$ cat src/rtl/btt_pkg.sv
// Shared types and default sizes for the branch target table.
package btt_pkg;

  localparam int BTT_ADDR_W = 5;
  localparam int BTT_TGT_W  = 10;
  localparam int BTT_BANKS  = 4;

  typedef enum logic [1:0] {
    BTT_IDLE,
    BTT_LOAD,
    BTT_CLEAR
  } btt_state_e;

  typedef logic [BTT_TGT_W-1:0] btt_target_t;

endpackage

$ cat src/rtl/btt_if.sv
// Lookup and load/clear stream signals of the branch target table.
interface btt_if #(
  parameter int ADDR_W = 5,
  parameter int TGT_W  = 10,
  parameter int BANKS  = 4,
  parameter int BANK_W = (BANKS > 1) ? $clog2(BANKS) : 1
);
  logic [BANK_W-1:0] bank;
  logic              rd;
  logic [ADDR_W-1:0] addr;
  logic [TGT_W-1:0]  target;
  logic              target_valid;
  logic              hit;
  logic              load_start;
  logic [BANK_W-1:0] load_bank;
  logic [TGT_W-1:0]  load_data;
  logic              load_valid;
  logic              load_last;
  logic              load_ready;
  logic              clear_start;
  logic              busy;
  logic              load_done;

  modport master (
    output bank, rd, addr, load_start, load_bank, load_data, load_valid,
           load_last, clear_start,
    input  target, target_valid, hit, load_ready, busy, load_done
  );

  modport slave (
    input  bank, rd, addr, load_start, load_bank, load_data, load_valid,
           load_last, clear_start,
    output target, target_valid, hit, load_ready, busy, load_done
  );
endinterface

$ cat src/rtl/btt_storage.sv
// Banked target array with per-entry valid bits and a registered read port.
// With BTT_BYPASS_EN defined, a same-cycle write to the read entry is forwarded.
module btt_storage #(
  parameter int ADDR_W = 5,
  parameter int TGT_W  = 10,
  parameter int BANKS  = 4,
  parameter int BANK_W = (BANKS > 1) ? $clog2(BANKS) : 1
) (
  input  logic              i_clk,
  input  logic              i_rst_n,
  input  logic              i_we,
  input  logic [BANK_W-1:0] i_wbank,
  input  logic [ADDR_W-1:0] i_waddr,
  input  logic [TGT_W-1:0]  i_wdata,
  input  logic              i_clr,
  input  logic [BANK_W-1:0] i_clr_bank,
  input  logic              i_rd,
  input  logic [BANK_W-1:0] i_rbank,
  input  logic [ADDR_W-1:0] i_raddr,
  output logic [TGT_W-1:0]  o_rdata,
  output logic              o_rvalid,
  output logic              o_hit
);
  localparam int DEPTH = 2**ADDR_W;

  logic [TGT_W-1:0]  r_data [BANKS][DEPTH];
  logic [DEPTH-1:0]  r_valid [BANKS];

  logic              w_wok;
  logic              w_rok;
  logic [BANK_W-1:0] w_ridx;
  logic              w_hit_raw;
  logic              w_hit;
  logic [TGT_W-1:0]  w_rdata;

  // Bank numbers beyond BANKS-1 never write and always miss.
  assign w_wok  = ({1'b0, i_wbank} < (BANK_W+1)'(BANKS));
  assign w_rok  = ({1'b0, i_rbank} < (BANK_W+1)'(BANKS));
  assign w_ridx = w_rok ? i_rbank : '0;

  always_ff @(posedge i_clk) begin
    if (i_we && w_wok) begin
      r_data[i_wbank][i_waddr] <= i_wdata;
    end
  end

  always_ff @(posedge i_clk or negedge i_rst_n) begin
    if (!i_rst_n) begin
      for (int b = 0; b < BANKS; b++) begin
        r_valid[b] <= '0;
      end
    end else begin
      for (int b = 0; b < BANKS; b++) begin
        if (i_clr && (i_clr_bank == BANK_W'(b))) begin
          r_valid[b] <= '0;
        end else if (i_we && (i_wbank == BANK_W'(b))) begin
          r_valid[b][i_waddr] <= 1'b1;
        end
      end
    end
  end

  always_comb begin
    w_hit_raw = w_rok & r_valid[w_ridx][i_raddr];
`ifdef BTT_BYPASS_EN
    if (i_we && w_wok && (i_wbank == i_rbank) && (i_waddr == i_raddr)) begin
      w_hit   = 1'b1;
      w_rdata = i_wdata;
    end else begin
      w_hit   = w_hit_raw;
      w_rdata = w_hit_raw ? r_data[w_ridx][i_raddr] : '0;
    end
`else
    w_hit   = w_hit_raw;
    w_rdata = w_hit_raw ? r_data[w_ridx][i_raddr] : '0;
`endif
  end

  always_ff @(posedge i_clk or negedge i_rst_n) begin
    if (!i_rst_n) begin
      o_rdata  <= '0;
      o_rvalid <= 1'b0;
      o_hit    <= 1'b0;
    end else begin
      o_rvalid <= i_rd;
      if (i_rd) begin
        o_rdata <= w_rdata;
        o_hit   <= w_hit;
      end
    end
  end

endmodule

$ cat src/rtl/branch_target_table.sv
// Run-time loadable banked branch-target lookup with load/clear sequencer.
// Optional BTT_BYPASS_EN forwards a same-cycle load beat to a matching lookup.
module branch_target_table
  import btt_pkg::*;
#(
  parameter int ADDR_W = BTT_ADDR_W,
  parameter int TGT_W  = BTT_TGT_W,
  parameter int BANKS  = BTT_BANKS,
  parameter int BANK_W = (BANKS > 1) ? $clog2(BANKS) : 1
) (
  input logic  i_clk,
  input logic  i_rst_n,
  btt_if.slave bus
);
  localparam int DEPTH = 2**ADDR_W;

  btt_state_e        r_state;
  btt_state_e        w_state_nxt;
  logic [ADDR_W-1:0] r_ptr;
  logic [ADDR_W-1:0] w_ptr_nxt;
  logic [BANK_W-1:0] r_cptr;
  logic [BANK_W-1:0] w_cptr_nxt;
  logic [BANK_W-1:0] r_load_bank;
  logic [BANK_W-1:0] w_load_bank_nxt;
  logic              r_done;
  logic              w_done_nxt;
  logic              w_we;
  logic              w_clr;

  always_ff @(posedge i_clk or negedge i_rst_n) begin
    if (!i_rst_n) begin
      r_state     <= BTT_IDLE;
      r_ptr       <= '0;
      r_cptr      <= '0;
      r_load_bank <= '0;
      r_done      <= 1'b0;
    end else begin
      r_state     <= w_state_nxt;
      r_ptr       <= w_ptr_nxt;
      r_cptr      <= w_cptr_nxt;
      r_load_bank <= w_load_bank_nxt;
      r_done      <= w_done_nxt;
    end
  end

  always_comb begin
    w_state_nxt     = r_state;
    w_ptr_nxt       = r_ptr;
    w_cptr_nxt      = r_cptr;
    w_load_bank_nxt = r_load_bank;
    w_done_nxt      = 1'b0;
    w_we            = 1'b0;
    w_clr           = 1'b0;
    case (r_state)
      BTT_IDLE: begin
        if (bus.clear_start) begin
          w_state_nxt = BTT_CLEAR;
          w_cptr_nxt  = '0;
        end else if (bus.load_start) begin
          w_state_nxt     = BTT_LOAD;
          w_load_bank_nxt = bus.load_bank;
          w_ptr_nxt       = '0;
        end
      end
      BTT_LOAD: begin
        if (bus.load_valid) begin
          w_we      = 1'b1;
          w_ptr_nxt = r_ptr + 1'b1;
          if (bus.load_last || (r_ptr == ADDR_W'(DEPTH-1))) begin
            w_state_nxt = BTT_IDLE;
            w_ptr_nxt   = '0;
            w_done_nxt  = 1'b1;
          end
        end
      end
      BTT_CLEAR: begin
        w_clr = 1'b1;
        if (r_cptr == BANK_W'(BANKS-1)) begin
          w_state_nxt = BTT_IDLE;
          w_cptr_nxt  = '0;
        end else begin
          w_cptr_nxt = r_cptr + 1'b1;
        end
      end
      default: begin
        w_state_nxt = BTT_IDLE;
      end
    endcase
  end

  assign bus.load_ready = (r_state == BTT_LOAD);
  assign bus.busy       = (r_state != BTT_IDLE);
  assign bus.load_done  = r_done;

  btt_storage #(
    .ADDR_W (ADDR_W),
    .TGT_W  (TGT_W),
    .BANKS  (BANKS),
    .BANK_W (BANK_W)
  ) u_storage (
    .i_clk      (i_clk),
    .i_rst_n    (i_rst_n),
    .i_we       (w_we),
    .i_wbank    (r_load_bank),
    .i_waddr    (r_ptr),
    .i_wdata    (bus.load_data),
    .i_clr      (w_clr),
    .i_clr_bank (r_cptr),
    .i_rd       (bus.rd),
    .i_rbank    (bus.bank),
    .i_raddr    (bus.addr),
    .o_rdata    (bus.target),
    .o_rvalid   (bus.target_valid),
    .o_hit      (bus.hit)
  );

endmodule
$ cat src/flat_wrapper.sv
// flat-port wrapper written by rule: the top's interface ports become plain ports
module branch_target_table_flat import btt_pkg::*;
#(
  parameter int ADDR_W = BTT_ADDR_W,
  parameter int TGT_W  = BTT_TGT_W,
  parameter int BANKS  = BTT_BANKS,
  parameter int BANK_W = (BANKS > 1) ? $clog2(BANKS) : 1
)
  (i_clk, i_rst_n, bus_bank, bus_rd, bus_addr, bus_load_start, bus_load_bank, bus_load_data, bus_load_valid, bus_load_last, bus_clear_start, bus_target, bus_target_valid, bus_hit, bus_load_ready, bus_busy, bus_load_done);
  btt_if #(.ADDR_W(ADDR_W), .TGT_W(TGT_W), .BANKS(BANKS), .BANK_W(BANK_W)) bus_i ();
  input logic i_clk;
  input logic i_rst_n;
  input wire logic [$bits(bus_i.bank)-1:0] bus_bank;
  input wire logic [$bits(bus_i.rd)-1:0] bus_rd;
  input wire logic [$bits(bus_i.addr)-1:0] bus_addr;
  input wire logic [$bits(bus_i.load_start)-1:0] bus_load_start;
  input wire logic [$bits(bus_i.load_bank)-1:0] bus_load_bank;
  input wire logic [$bits(bus_i.load_data)-1:0] bus_load_data;
  input wire logic [$bits(bus_i.load_valid)-1:0] bus_load_valid;
  input wire logic [$bits(bus_i.load_last)-1:0] bus_load_last;
  input wire logic [$bits(bus_i.clear_start)-1:0] bus_clear_start;
  output wire logic [$bits(bus_i.target)-1:0] bus_target;
  output wire logic [$bits(bus_i.target_valid)-1:0] bus_target_valid;
  output wire logic [$bits(bus_i.hit)-1:0] bus_hit;
  output wire logic [$bits(bus_i.load_ready)-1:0] bus_load_ready;
  output wire logic [$bits(bus_i.busy)-1:0] bus_busy;
  output wire logic [$bits(bus_i.load_done)-1:0] bus_load_done;
  assign bus_i.bank = bus_bank;
  assign bus_i.rd = bus_rd;
  assign bus_i.addr = bus_addr;
  assign bus_i.load_start = bus_load_start;
  assign bus_i.load_bank = bus_load_bank;
  assign bus_i.load_data = bus_load_data;
  assign bus_i.load_valid = bus_load_valid;
  assign bus_i.load_last = bus_load_last;
  assign bus_i.clear_start = bus_clear_start;
  assign bus_target = bus_i.target;
  assign bus_target_valid = bus_i.target_valid;
  assign bus_hit = bus_i.hit;
  assign bus_load_ready = bus_i.load_ready;
  assign bus_busy = bus_i.busy;
  assign bus_load_done = bus_i.load_done;
  branch_target_table #(.ADDR_W(ADDR_W), .TGT_W(TGT_W), .BANKS(BANKS), .BANK_W(BANK_W)) u_core (.i_clk(i_clk), .i_rst_n(i_rst_n), .bus(bus_i));
endmodule
$ cat config.mk
export PLATFORM = sky130hd
export DESIGN_NAME = branch_target_table_flat
export DESIGN_NICKNAME = d
export VERILOG_FILES = /design/src/rtl/btt_pkg.sv /design/src/rtl/btt_if.sv /design/src/rtl/btt_storage.sv /design/src/rtl/branch_target_table.sv /design/src/flat_wrapper.sv
export SDC_FILE = /design/constraint.sdc
export NUM_CORES = 1
export LEC_CHECK = 0
export ABC_CLOCK_PERIOD_IN_PS = 6000
export CAP_MARGIN = 20
export CORE_ASPECT_RATIO = 0.9
export CORE_MARGIN = 3
export CORE_UTILIZATION = 30
export CTS_CLUSTER_SIZE = 16
export DETAILED_ROUTE_END_ITERATION = 8
export PLACE_DENSITY = 0.49
export SETUP_SLACK_MARGIN = 0.5
export SLEW_MARGIN = 20
export SYNTH_ARGS = -nofsm -noshare
export SYNTH_HDL_FRONTEND = slang
export SYNTH_SLANG_ARGS = --single-unit
$ cat constraint.sdc
create_clock -name i_clk -period 6 [get_ports i_clk]
set_clock_uncertainty 0.05 [all_clocks]
set_input_delay 1.2 -clock i_clk [delete_from_list [all_inputs] [get_ports i_clk]]
set_output_delay 1.2 -clock i_clk [all_outputs]
set_load 0.02 [all_outputs]
## Word-level counts from Yosys, hierarchy flattened

Memories as Yosys holds them, arrays and structs flattened.
Index checks and enable logic that the tools add are counted.

| storage, ports and cells | value |
|---|---|
| flip-flop bits (word level) | 152 |
| RAM bits | 1,280 |
| memories kept | 1 |
| output and inout port bits | 15 |
| bits of input ports | 26 |

| cells by class | value |
|---|---|
| $lt $le $gt $ge | 7 |
| equality and inequality tests | 16 |
| bitwise logic cells | 8 |
| multiplexer cells | 43 |
| reductions and logical operators | 25 |
| add/subtract/negate cells | 2 |

Memory list:

| name | words | bits a word | read ports | clocked after memory_dff | wr ports | RTL line | RTL |
|---|---|---|---|---|---|---|---|
| u_core.u_storage.r_data | 4 | 320 | 1 | 0 | 1 | btt_storage.sv:26 | `logic [TGT_W-1:0] r_data [BANKS][DEPTH];` |

Operators with widths:

| cell | number |
|---|---|
| $mux W32 | 10 |
| $mux W320 | 1 |
| $or A32 B32 Y32 | 4 |
| $bmux W32 S2 | 1 |
| $bmux W10 S5 | 1 |
| $demux W10 S5 | 1 |
| $mux W10 | 4 |
| $mux W5 | 4 |
| $mux W2 | 7 |
| $reduce_bool A2 Y1 | 7 |
| $ge A6 B6 Y1 const B | 2 |
| $lt A5 B6 Y1 const B | 2 |
| $not A5 Y6 | 2 |
| $eq A2 B2 Y1 const B | 5 |
| $logic_and A1 B1 Y1 | 10 |
| $pmux W5 S2 | 1 |
| $mux W1 | 9 |
| $ne A2 B2 Y1 const B | 4 |
| $reduce_and A4 Y1 | 2 |
| $eq A2 B1 Y1 const B | 3 |
| $logic_not A2 Y1 | 3 |
| $lt A6 B1 Y1 const B | 1 |
| $pmux W2 S3 | 1 |
| $add A5 B1 Y5 const B | 1 |
| other kinds (14) | 15 |

## Logic depth before layout (Yosys ltp)

| depth | value |
|---|---|
| depth in word-level cells | 7 |
| depth in mapped cells | 11 |
| depth with buffers taken out | 8 |

## By module

From an unflattened synthesis, not the netlist that was laid out.

| unflattened totals | value |
|---|---|
| cell total of the unflattened synthesis | 2,682 |
| area, all modules | 56,076.3 sq um |

Modules (own cells, without submodules):

| module | area each (sq um) | cells an instance | times used |
|---|---|---|---|
| btt_storage | 55,480.7 | 2,633 | 1 |
| branch_target_table | 595.6 | 49 | 1 |

## Least setup slack after synthesis

No wires, ideal clock.

| path | value |
|---|---|
| path type | input -> register |
| start | input bus_bank[1] |
| end | register u_core.u_storage.o_rdata[0] |
| data arrival time | 3.024 ns |
| required time | 5.799 ns |
| buffers on the path | 3 |
| slack | 2.776 ns |
| cell stages on the path | 8 |
| library setup time | 0.151 ns |
| path through | buf_6 > buf_6 > buf_2 > mux4_2 > mux4_2 > a221oi_1 > a32o_2 > o32ai_2 |

| on the way | value |
|---|---|
| longest elaborated chain between the ends | 7 |

RTL lines:

| element | RTL line | RTL |
|---|---|---|
| start, declared | flat_wrapper.sv:13 | `input wire logic [$bits(bus_i.bank)-1:0] bus_bank;` |
| $not A2 Y3 (not written as such) | btt_storage.sv:64 | `w_hit_raw = w_rok & r_valid[w_ridx][i_raddr];` |
| $bmux W32 S2 | btt_storage.sv:64 |  |
| $mux W32 (not written as such) (2 in a row) | btt_storage.sv:64 |  |
| $bmux W1 S5 | btt_storage.sv:64 |  |
| $mux W1 (not written as such) | btt_storage.sv:64 |  |
| $mux W10 (*) | btt_storage.sv:75 | `w_rdata = w_hit_raw ? r_data[w_ridx][i_raddr] : '0;` |
| end signal, assigned | btt_storage.sv:87 | `o_rdata <= w_rdata;` |
| end, declared | btt_storage.sv:20 | `output logic [TGT_W-1:0] o_rdata,` |

Every way passes the cells marked *; elsewhere a longest branch is shown, timed or not. The select of a mux whose other input is x is not followed.
A chain may end at the register's enable or synchronous reset.

## Worst setup path in the final report

| path | value |
|---|---|
| start | input bus_bank[0] |
| end | register u_core.u_storage.o_rdata[2] |

The elaborated chain is that of the path after synthesis.

==> impl_metrics.env <==
export IMPL_cts_buffers=156
export IMPL_layout_commonest_cell="edfxtp_1"
export IMPL_final_nets=3043
export IMPL_fp_row_count=150
export IMPL_routed_wl_mm=161
export IMPL_die_h_um=418
export IMPL_timing_critical_path_from="bus_bank[0]"
export IMPL_grt_pass1_vias=28900
export IMPL_ys_types=69
export IMPL_drt_iter0_drc=2952
export IMPL_yosysTopAreaCell="edfxtp_1"
export IMPL_cts_htree_levels=4
export IMPL_holdWs_ns=0.376
export IMPL_grt_use_total=0.166
export IMPL_max_slew_margin=0.262
export IMPL_routedWlPerCell_um=28.4
export IMPL_cts_resized=0
export IMPL_synth_area_um2=56700
export IMPL_total_power_w=0.0219
export IMPL_cts_setup_buffers=0
export IMPL_status="finished clean"
export IMPL_clk_latency_ns=0.78
export IMPL_rsz0062_at_grt="no"
export IMPL_hold_viol=0
export IMPL_synth_ff_type="edfxtp_1"
export IMPL_ys_ff_latch=1432
export IMPL_drc=0
export IMPL_worst_setup_path_end_kind="flop"
export IMPL_die_w_um=464
export IMPL_place_congestion=0.834
export IMPL_yosysSeqAreaShare=0.745
export IMPL_clk_path_buf_depth=3
export IMPL_cp_required_ns=6.57
export IMPL_cap_violations=0
export IMPL_syn_num_nets=2805
export IMPL_report_final_setup_viol=0
export IMPL_vdd_ir_drop_max_mv=0.282
export IMPL_slew_viol_final=0
export IMPL_avgViaCountPerCell=5.03
export IMPL_placed_area_um2=60600
export IMPL_post_route_period_util=0.620
export IMPL_ctsHoldBuffers=0
export IMPL_final_area_um2=65800
export IMPL_drt_first_pass_iters=5
export IMPL_io_pins=41
export IMPL_cts_tree="built"
export IMPL_antenna_found_initial=5
export IMPL_grt_max_degree=86
export IMPL_final_cell_mix="edfxtp_1 (1,280), mux4_2 (310), nor2_1 (208)"
export IMPL_start_util=0.304
export IMPL_coreArea_um2=187000
export IMPL_period_needed_ns=3.72
export IMPL_worst_slew_pin_slew_ns=1.10
export IMPL_hold_class="in -> async"
export IMPL_pre_cts_slack_ns=1.35
export IMPL_arrival_ns=4.29
export IMPL_leakagePower_nw=21.7
export IMPL_tns_ns=0
export IMPL_grt_overflow=0
export IMPL_path_class="in -> reg"
export IMPL_synth_edf_count=1280
export IMPL_grt_first_pass_wirelength_mm=231
export IMPL_async_reset_ff_frac=0.106
export IMPL_vias=28400
export IMPL_avgSynthCellArea_um2=20.5
export IMPL_ant_nets=0
export IMPL_clk_pin_slew_ns=0.06
export IMPL_cellPowerDensity_nw_per_um2=334
export IMPL_post_synth_top_area_fraction=0.678
export IMPL_fmaxAchievable_mhz=269
export IMPL_port_buffers=40
export IMPL_worst_slack_ns=2.28
export IMPL_start_kind="input port"
export IMPL_drive_gt1_frac=0.258
export IMPL_place_detailed_hpwl_mm=100
export IMPL_dieArea_um2=194000
export IMPL_synthTopCellsByArea="edfxtp_1 (68%), mux4_2 (12%), dfrtp_1 (6.7%)"
export IMPL_cts_root_buf="clkbuf_16"
export IMPL_r2r_start="u_core.r_ptr[0]"
export IMPL_cts_sinks=1432
export IMPL_yosysWarnings=0
export IMPL_synth_cells=2770
export IMPL_area_delta_synth_final_pct=16.0
export IMPL_cp_max_fo=56
power by group:
| part | switching (W) | internal [W] | total, W | leakage, nW |
|---|---|---|---|---|
| combinational | 0.00103 | 0.000447 | 0.00147 | 5.63 |
| clock | 0.00396 | 0.00555 | 0.00950 | 2.50 |
| sequential | 0.0000541 | 0.0109 | 0.0110 | 13.6 |
| total | 0.00504 | 0.0169 | 0.0219 | 21.7 |
sequential cells by signal (all words and copies together), names as in the netlist:
name and count:
u_core.bus.load_done 1, u_core.u_storage.o_rvalid 1, u_core.u_storage.r_valid 128, u_core.u_storage.r_data 1280
u_core.u_storage.o_hit 1, u_core.r_ptr 5, u_core.r_cptr 2, u_core.u_storage.o_rdata 10
u_core.r_load_bank 2, u_core.r_state 2
worst paths after layout:
| check | endpoint | slack, ns | depth (start not counted) |
|---|---|---|---|
| setup / recovery | u_core.u_storage.o_rdata[2] | 2.28 | 8 |
| hold / removal | u_core.u_storage.r_valid[123] | 0.38 | 1 |
| setup reg to reg | u_core.u_storage.r_data[3][219] | 2.72 | 5 |
| hold reg to reg | u_core.u_storage.r_valid[56] | 0.43 | 1 |
| max in group asynchronous | u_core.u_storage.r_valid[100] | 4.47 | 2 |
| min in group i_clk | u_core.u_storage.r_valid[56] | 0.43 | 1 |
worst max-delay path, stage by stage:
cell and delay, ns:
buf_8 0.40, buf_12 0.33, mux4_1 0.41, a22o_1 0.30, o21ai_0 0.29, o21ai_1 0.13, o21ai_2 0.71, o32ai_2 0.17
stage by stage:
step / instances / util
after floorplan: 2770 / -
after global placement: 5356 / 0.325
after detailed placement: 5358 / 0.325
after CTS: 5647 / 0.352
after global routing: 5648 / 0.352
final: 5649 / 0.352
area by class of cell:
class / instances / area (um2)
Antenna cell: 2 / 5.00
Sequential cell: 1432 / 42200
Clock buffer: 220 / 4380
Multi-Input combinational cell: 1157 / 13200
Tap cell: 2508 / 3140
Inverter: 21 / 78.8
Clock inverter: 69 / 718
Fill cell: 17400 / 121000
Timing Repair Buffer: 240 / 2030
routing by layer:
metal | share of wire | GRT usage
met4 | 0.025 | 0.0476
met5 | 0 | 0
met3 | 0.049 | 0.0279
met1 | 0.46 | 0.239
met2 | 0.47 | 0.257
logic make-up after synthesis:
kind of cell	Yosys count	share of synthesized area
compound gates	288	0.0400
fa+ha+maj	9	0.00199
buf+inv	181	0.0237
mux	470	0.160
flops	1432	0.745
simple gates	390	0.0292
cells in the mapped netlist, types with 4 or more instances:
master	instances
mux2_2	4
or3_1	7
edfxtp_1	1280
o211a_1	4
a221oi_1	9
o221ai_1	16
o22ai_1	10
buf_12	13
nor2b_1	12
nand2_1	86
a21oi_1	20
buf_2	22
ha_1	9
o32ai_2	10
nor2_1	223
inv_1	21
mux4_2	310
buf_8	5
nor3_1	4
o21a_1	96
buf_1	7
nand2b_1	6
o211ai_1	5
o21ai_0	19
mux4_1	30
a22oi_1	32
a22o_1	11
a32o_1	4
clkbuf_1	47
a31oi_1	6
dfrtp_1	152
nand4_1	4
o2111ai_1	7
a32oi_1	6
buf_4	31
o21ai_1	6
nand3_1	28
and2_1	4
mux2i_1	126
buf_6	33
Note: power is estimated with default switching activity, not from simulation.
